[src/rtl/irq_pkg.sv]
// Shared types and constants for the interrupt controller slice.
package irq_pkg;

   localparam int unsigned NUM_IRQ_SOURCES = 6;

   typedef enum logic [1:0] {
      StIdle,
      StReq,
      StHoldoff
   } irq_state_e;

   localparam logic [2:0] IDX_PROG_TIMER  = 3'd0;
   localparam logic [2:0] IDX_SERIAL      = 3'd1;
   localparam logic [2:0] IDX_K0          = 3'd2;
   localparam logic [2:0] IDX_K1          = 3'd3;
   localparam logic [2:0] IDX_STOPWATCH   = 3'd4;
   localparam logic [2:0] IDX_CLOCK_TIMER = 3'd5;
   localparam logic [2:0] IDX_NMI         = 3'd6;

   localparam logic [3:0] VEC_PROG_TIMER  = 4'hC;
   localparam logic [3:0] VEC_SERIAL      = 4'hA;
   localparam logic [3:0] VEC_K0          = 4'h8;
   localparam logic [3:0] VEC_K1          = 4'h6;
   localparam logic [3:0] VEC_STOPWATCH   = 4'h4;
   localparam logic [3:0] VEC_CLOCK_TIMER = 4'h2;
   localparam logic [3:0] VEC_NMI         = 4'h0;

   function automatic logic [3:0] source_vector(input logic [2:0] idx);
      case (idx)
         IDX_PROG_TIMER:  return VEC_PROG_TIMER;
         IDX_SERIAL:      return VEC_SERIAL;
         IDX_K0:          return VEC_K0;
         IDX_K1:          return VEC_K1;
         IDX_STOPWATCH:   return VEC_STOPWATCH;
         IDX_CLOCK_TIMER: return VEC_CLOCK_TIMER;
         IDX_NMI:         return VEC_NMI;
         default:         return VEC_NMI;
      endcase
   endfunction

endpackage

[src/rtl/irq_controller_if.sv]
// CPU-side interrupt handshake: request/vector/busy out, acknowledge and I flag in.
interface irq_controller_if;

   logic       interrupt_enable;
   logic       irq_ack;
   logic       irq_req;
   logic [3:0] irq_vector;
   logic       irq_busy;

   modport master (
      input  interrupt_enable,
      input  irq_ack,
      output irq_req,
      output irq_vector,
      output irq_busy
   );

   modport slave (
      output interrupt_enable,
      output irq_ack,
      input  irq_req,
      input  irq_vector,
      input  irq_busy
   );

endinterface

[src/rtl/irq_priority_enc.sv]
// Fixed-priority encoder: lowest set bit of pending wins (bit0 highest priority).
module irq_priority_enc
   import irq_pkg::*;
(
   input  logic [NUM_IRQ_SOURCES-1:0] pending,
   output logic                       valid,
   output logic [2:0]                 index,
   output logic [3:0]                 vector
);

   always_comb begin
      valid = 1'b0;
      index = IDX_PROG_TIMER;
      // Scan downwards so the lowest pending bit is the last one written.
      for (int i = int'(NUM_IRQ_SOURCES) - 1; i >= 0; i--) begin
         if (pending[i]) begin
            valid = 1'b1;
            index = 3'(i);
         end
      end
      vector = source_vector(index);
   end

endmodule

[src/rtl/irq_controller.sv]
// Interrupt controller: masked factor flags -> one latched request with REQ/HOLDOFF flow.
// Optional watchdog NMI input is enabled by defining IRQ_WATCHDOG_NMI_EN.
module irq_controller
   import irq_pkg::*;
#(
   parameter int unsigned HOLDOFF_CYCLES = 2
) (
   input  logic                       clk,
   input  logic                       reset_n,
   input  logic [NUM_IRQ_SOURCES-1:0] factor_flags,
   input  logic [NUM_IRQ_SOURCES-1:0] mask,
`ifdef IRQ_WATCHDOG_NMI_EN
   input  logic                       watchdog_nmi,
`endif
   irq_controller_if.master           cpu
);

   localparam logic [3:0] HOLDOFF_LOAD = 4'(HOLDOFF_CYCLES);

   irq_state_e                 state_q;
   logic [3:0]                 holdoff_q;
   logic [2:0]                 index_q;
   logic [3:0]                 vector_q;
   logic                       req_q;
   logic                       busy_q;

   logic [NUM_IRQ_SOURCES-1:0] pending;
   logic [7:0]                 pending_ext;
   logic                       win_valid;
   logic [2:0]                 win_index;
   logic [3:0]                 win_vector;
   logic                       start_req;
   logic [2:0]                 start_index;
   logic [3:0]                 start_vector;
   logic                       no_withdraw;
   logic                       withdraw;

   assign pending     = factor_flags & mask;
   assign pending_ext = {{(8 - NUM_IRQ_SOURCES){1'b0}}, pending};

   irq_priority_enc u_priority_enc (
      .pending (pending),
      .valid   (win_valid),
      .index   (win_index),
      .vector  (win_vector)
   );

`ifdef IRQ_WATCHDOG_NMI_EN
   assign start_req    = watchdog_nmi | (cpu.interrupt_enable & win_valid);
   assign start_index  = watchdog_nmi ? IDX_NMI : win_index;
   assign start_vector = watchdog_nmi ? VEC_NMI : win_vector;
   assign no_withdraw  = (index_q == IDX_NMI);
`else
   assign start_req    = cpu.interrupt_enable & win_valid;
   assign start_index  = win_index;
   assign start_vector = win_vector;
   assign no_withdraw  = 1'b0;
`endif

   assign withdraw = !no_withdraw && (!cpu.interrupt_enable || !pending_ext[index_q]);

   // HOLDOFF re-arbitrates directly once the counter is 0, so irq_req stays low for
   // HOLDOFF_CYCLES+1 cycles after an acknowledge.
   always_ff @(posedge clk) begin
      if (!reset_n) begin
         state_q   <= StIdle;
         holdoff_q <= 4'd0;
         index_q   <= 3'd0;
         vector_q  <= 4'h0;
         req_q     <= 1'b0;
         busy_q    <= 1'b0;
      end else begin
         unique case (state_q)
            StIdle: begin
               if (start_req) begin
                  state_q  <= StReq;
                  index_q  <= start_index;
                  vector_q <= start_vector;
                  req_q    <= 1'b1;
                  busy_q   <= 1'b1;
               end
            end
            StReq: begin
               if (cpu.irq_ack) begin
                  state_q   <= StHoldoff;
                  holdoff_q <= HOLDOFF_LOAD;
                  req_q     <= 1'b0;
               end else if (withdraw) begin
                  state_q <= StIdle;
                  req_q   <= 1'b0;
                  busy_q  <= 1'b0;
               end
            end
            StHoldoff: begin
               if (holdoff_q != 4'd0) begin
                  holdoff_q <= holdoff_q - 4'd1;
               end else if (start_req) begin
                  state_q  <= StReq;
                  index_q  <= start_index;
                  vector_q <= start_vector;
                  req_q    <= 1'b1;
               end else begin
                  state_q <= StIdle;
                  busy_q  <= 1'b0;
               end
            end
            default: begin
               state_q <= StIdle;
               req_q   <= 1'b0;
               busy_q  <= 1'b0;
            end
         endcase
      end
   end

   assign cpu.irq_req    = req_q;
   assign cpu.irq_vector = vector_q;
   assign cpu.irq_busy   = busy_q;

endmodule

[src/flat_wrapper.sv]
// flat-port wrapper written by rule: the top's interface ports become plain ports
module irq_controller_flat import irq_pkg::*;
#(
   parameter int unsigned HOLDOFF_CYCLES = 2
)
  (clk, reset_n, factor_flags, mask, cpu_interrupt_enable, cpu_irq_ack, cpu_irq_req, cpu_irq_vector, cpu_irq_busy);
  irq_controller_if cpu_i ();
  input  logic clk;
  input  logic reset_n;
  input  logic [NUM_IRQ_SOURCES-1:0] factor_flags;
  input  logic [NUM_IRQ_SOURCES-1:0] mask;
  input wire logic [$bits(cpu_i.interrupt_enable)-1:0] cpu_interrupt_enable;
  input wire logic [$bits(cpu_i.irq_ack)-1:0] cpu_irq_ack;
  output wire logic [$bits(cpu_i.irq_req)-1:0] cpu_irq_req;
  output wire logic [$bits(cpu_i.irq_vector)-1:0] cpu_irq_vector;
  output wire logic [$bits(cpu_i.irq_busy)-1:0] cpu_irq_busy;
  assign cpu_i.interrupt_enable = cpu_interrupt_enable;
  assign cpu_i.irq_ack = cpu_irq_ack;
  assign cpu_irq_req = cpu_i.irq_req;
  assign cpu_irq_vector = cpu_i.irq_vector;
  assign cpu_irq_busy = cpu_i.irq_busy;
  irq_controller #(.HOLDOFF_CYCLES(HOLDOFF_CYCLES)) u_core (.clk(clk), .reset_n(reset_n), .factor_flags(factor_flags), .mask(mask), .cpu(cpu_i));
endmodule
[config.mk]
export PLATFORM = sky130hd
export DESIGN_NAME = irq_controller_flat
export DESIGN_NICKNAME = d
export VERILOG_FILES = /design/src/rtl/irq_pkg.sv /design/src/rtl/irq_controller_if.sv /design/src/rtl/irq_priority_enc.sv /design/src/rtl/irq_controller.sv /design/src/flat_wrapper.sv
export SDC_FILE = /design/constraint.sdc
export NUM_CORES = 1
export LEC_CHECK = 0
export CAP_MARGIN = 20
export CORE_MARGIN = 2
export CORE_UTILIZATION = 47
export DETAILED_ROUTE_END_ITERATION = 6
export PLACE_DENSITY = 0.77
export SLEW_MARGIN = 20
export SYNTH_ARGS = -nofsm -noshare
export SYNTH_HDL_FRONTEND = slang
export SYNTH_HIERARCHICAL = 1
export SYNTH_SLANG_ARGS = --single-unit
[constraint.sdc]
create_clock -name clk -period 2.3 [get_ports clk]
set_input_delay 0.46 -clock clk [delete_from_list [all_inputs] [get_ports clk]]
set_output_delay 0.46 -clock clk [all_outputs]
set_load 0.01 [all_outputs]
==> results list <==
* Run status: finished clean
* Critical Path AT: between 2000 and 2500 ps
* Final Skew: 7.23 ps
* Final #Nets: 145
* Total number of vias: 794
- In this run the cell area of the synthesized design comes to between 800 and 900 sq um.
- After detailed routing, the number of vias per cell comes to 5.26.
* Count of port buffers added during placement: 21
* Max_cap viols: 0
- Master cell of the clock root buffer: clkbuf_4
- Total power for the finished layout comes to 0.606 mW.
* Total of warnings raised by yosys: 6
- Share of synthesized cell area in full adder, half adder and majority cells: 0.0288
- Post-synth cell types: 37
- Setup repair after global routing left no endpoint under its margin.
* Fraction of layout cells with a size suffix above 1: 0.175
- Most frequently used flop master after synthesis: dfxtp_1
- 0 antenna diodes ended up in the layout.
- Total negative slack: 0 ps
- After detailed routing, the average wire length per cell comes to around 12 um.
- The library cells used most frequently in the layout, excluding fill and tap cells, are clkdlybuf4s50_1, dfxtp_1, nor2_1.
- WP data required: 2480 ps
- Counting flops and latches in the post-synthesis netlist gives 15.
- The first global-routing pass estimated 2.91 mm of wire.
* Multi-input gate area in the final layout: 556 sq um
* Core Rows: 15
- Setup violations remaining at the end of the flow were counted as 0.
- Shortest period the worst path allows: 2200 ps
- I/O pin cnt: 22
- The synthesized design contains 0 enable-type register cells.
- Post-Place Cell Area: about 0.0011 sq mm
- The core region is 0.00173 sq mm.
- Clock transition time at the flip-flop clock pins of the worst setup and hold paths: 90 ps
- Of the total synthesized cell area, the portion taken by XOR and XNOR cells is 0.0201.
* Power per unit of standard cell area: 506 mW/mm^2
- Initial antenna violation count: 0
- Of the synthesized area, sequential elements account for 0.345.
* Crit path kind: in2reg
- In this run the number of H-tree levels came out at 1.
- Worst hold path class: reg2reg
- The first routing iteration left 13 violations.
* Combinational family with the most area after synthesis: simple AND/OR/NAND/NOR gates
- Relative slew slack: 0.631
* Avg Cell Area, Syn: 9.06 sq um
- Actual slew at the worst max-slew pin: 551 ps
- Worst supply voltage drop on vdd: 0.385 mV
- Summed over all cells, the static leakage comes to around 0.48 nW.
- The complex-gate fraction of the synthesized area was 0.174.
* Async set-reset flop share out of synthesis: 0
- Worst-case clock buffer depth: 2
- Area share of the largest cell type after synthesis: 0.345
* Portion of the clock cycle consumed by the worst path in the final layout: 0.958
- Final-layout worst hold slack: 512 ps
- Setup slack on the critical path of the routed design comes to 97.3 ps.
* Height of the chip: 47.0 um
* Library cell occupying the most area in the post-synthesis netlist: dfxtp_1
- Clock tree synthesis found a total of 15 sinks.
* Worst setup timing slack at the placement stage: -311 ps
* Fillers: 147
* CTS Buf Count: 3
* Clock tree from TritonCTS: done
* Routability Congestion: about 0.8
* Final global-route overflow total: 0
- Most common cell after layout, fill and taps aside: clkdlybuf4s50_1
- Summing all non-filler instances in the final layout gives an area of 0.00120 sq mm.
- Synthesis produced 96 cells.
* Area share of and/or/nand/nor cells after synthesis: 0.273
- In the global route stage, overall resource usage came out at 0.192.
* Die Footprint: 0.00221 sq mm
- Number of global-route vias before repair: just over 700
* Type of destination of the critical path: flip-flop
* Post-detailed-route count of antenna-violating nets: 0
- After detailed routing, the total wire length is 1.87 mm.
* Count of pins over their slew limit: 0
- The number of nets in the synthesized netlist is between 100 and 150.
- Sum of net half-perimeters after detailed placement: 1.42 mm
* Element type at the critical path start: input pin
- FMAX: 454 MHz
- The floorplan step set the die width to around 47 um.
- After detailed routing, the number of remaining DRC violations is 0.
* Initial core utilization: 0.504
- Critical-path maximum fanout: 4
- Area used by sequential logic in the layout: 300 sq um
- Share of synthesized area spent on multiplexers: 0.119
- Synth-to-layout area growth: 37.6%
- Number of hold violations in the final report: 0
- Yosys attributes the largest share of cell area to dfxtp_1, mux2i_1, nor2b_1.
* Clock latency on the worst-skew pair: 290 ps
- Maximum number of pins on one net before global-route repair: 15
* First-pass iteration count of the detailed router: 4
==> Yosys cell counts, types with 2 or more instances <==
library cell and number:
a21boi_0 2, or3_1 2, o21a_1 2, dfxtp_1 15, nand3_1 2, mux2i_1 7, nor3_1 3, and2_1 7
a21oi_1 3, nor2_1 9, a221oi_1 2, o211a_1 2, nand2_1 4, nor2b_1 8, inv_1 5, ha_1 2
==> power breakdown <==
group          internal [mW]  switching [mW]
clock network         0.0647          0.0828
logic                 0.0982          0.0697
registers              0.277          0.0134
total                  0.440           0.166
==> worst paths after layout <==
check	startpoint	endpoint	slack [ps]	cells after the start
worst max-delay path	factor_flags[0]	u_core/cpu.irq_req	100	8
worst min-delay path	u_core/holdoff_q[0]	u_core/holdoff_q[0]	510	2
worst min register to register	u_core/holdoff_q[0]	u_core/holdoff_q[0]	510	2
worst max register to register	u_core/holdoff_q[0]	u_core/cpu.irq_vector[3]	330	6
==> registers in the layout (all words and copies together) (netlist names) <==
signal / cells
u_core/cpu.irq_busy: 1
u_core/cpu.irq_req: 1
u_core/cpu.irq_vector: 4
u_core/holdoff_q: 4
u_core/index_q: 3
u_core/state_q: 2
==> per-layer routing <==
layer / track usage / vias up / share of wire
met1: 0.229 / 365 / 0.47
met2: 0.304 / 27 / 0.46
met4: 0.128 / 0 / 0.023
li1: - / 397 / -
met3: 0.0462 / 5 / 0.054
met5: 0 / - / 0
==> repair_timing <==
item,4_1_cts,5_1_grt
endpoints found under the hold margin,0,0
hold buffers,0,0
resized for setup,0,4
buffers inserted,0,1
endpoints found under the setup margin,0,9
==> cell type report <==
class / instances / area share
clock inverter: 1 / 0.00418
tap: 25 / 0.0262
timing repair buffer: 28 / 0.220
multi-input combinational: 74 / 0.464
clock buffer: 3 / 0.0188
inverter: 5 / 0.0157
sequential: 15 / 0.251
==> metrics by stage <==
step | utilization | instances
after floorplan | - | 96
after global placement | 0.663 | 146
after detailed placement | 0.663 | 146
after CTS | 0.679 | 150
after global routing | 0.693 | 151
final | 0.693 | 151
==> cells by family after synthesis <==
kind of cell	count (synthesis)
and+or+nand+nor	42
AOI/OAI and AO/OA	18
xor gates and xnor gates	2
muxes	9
other	1
buffers and inverters	7
DFF	15
adders and majority gates	2
==> worst max-delay path: stages <==
cell	delay [ps]
clkdlybuf4s50_1	390
and2_1	160
or4_4	540
or3_4	360
nand2_4	110
a21oi_1	50
o21a_1	110
o211a_1	200
(Power assumes the default switching activity.)
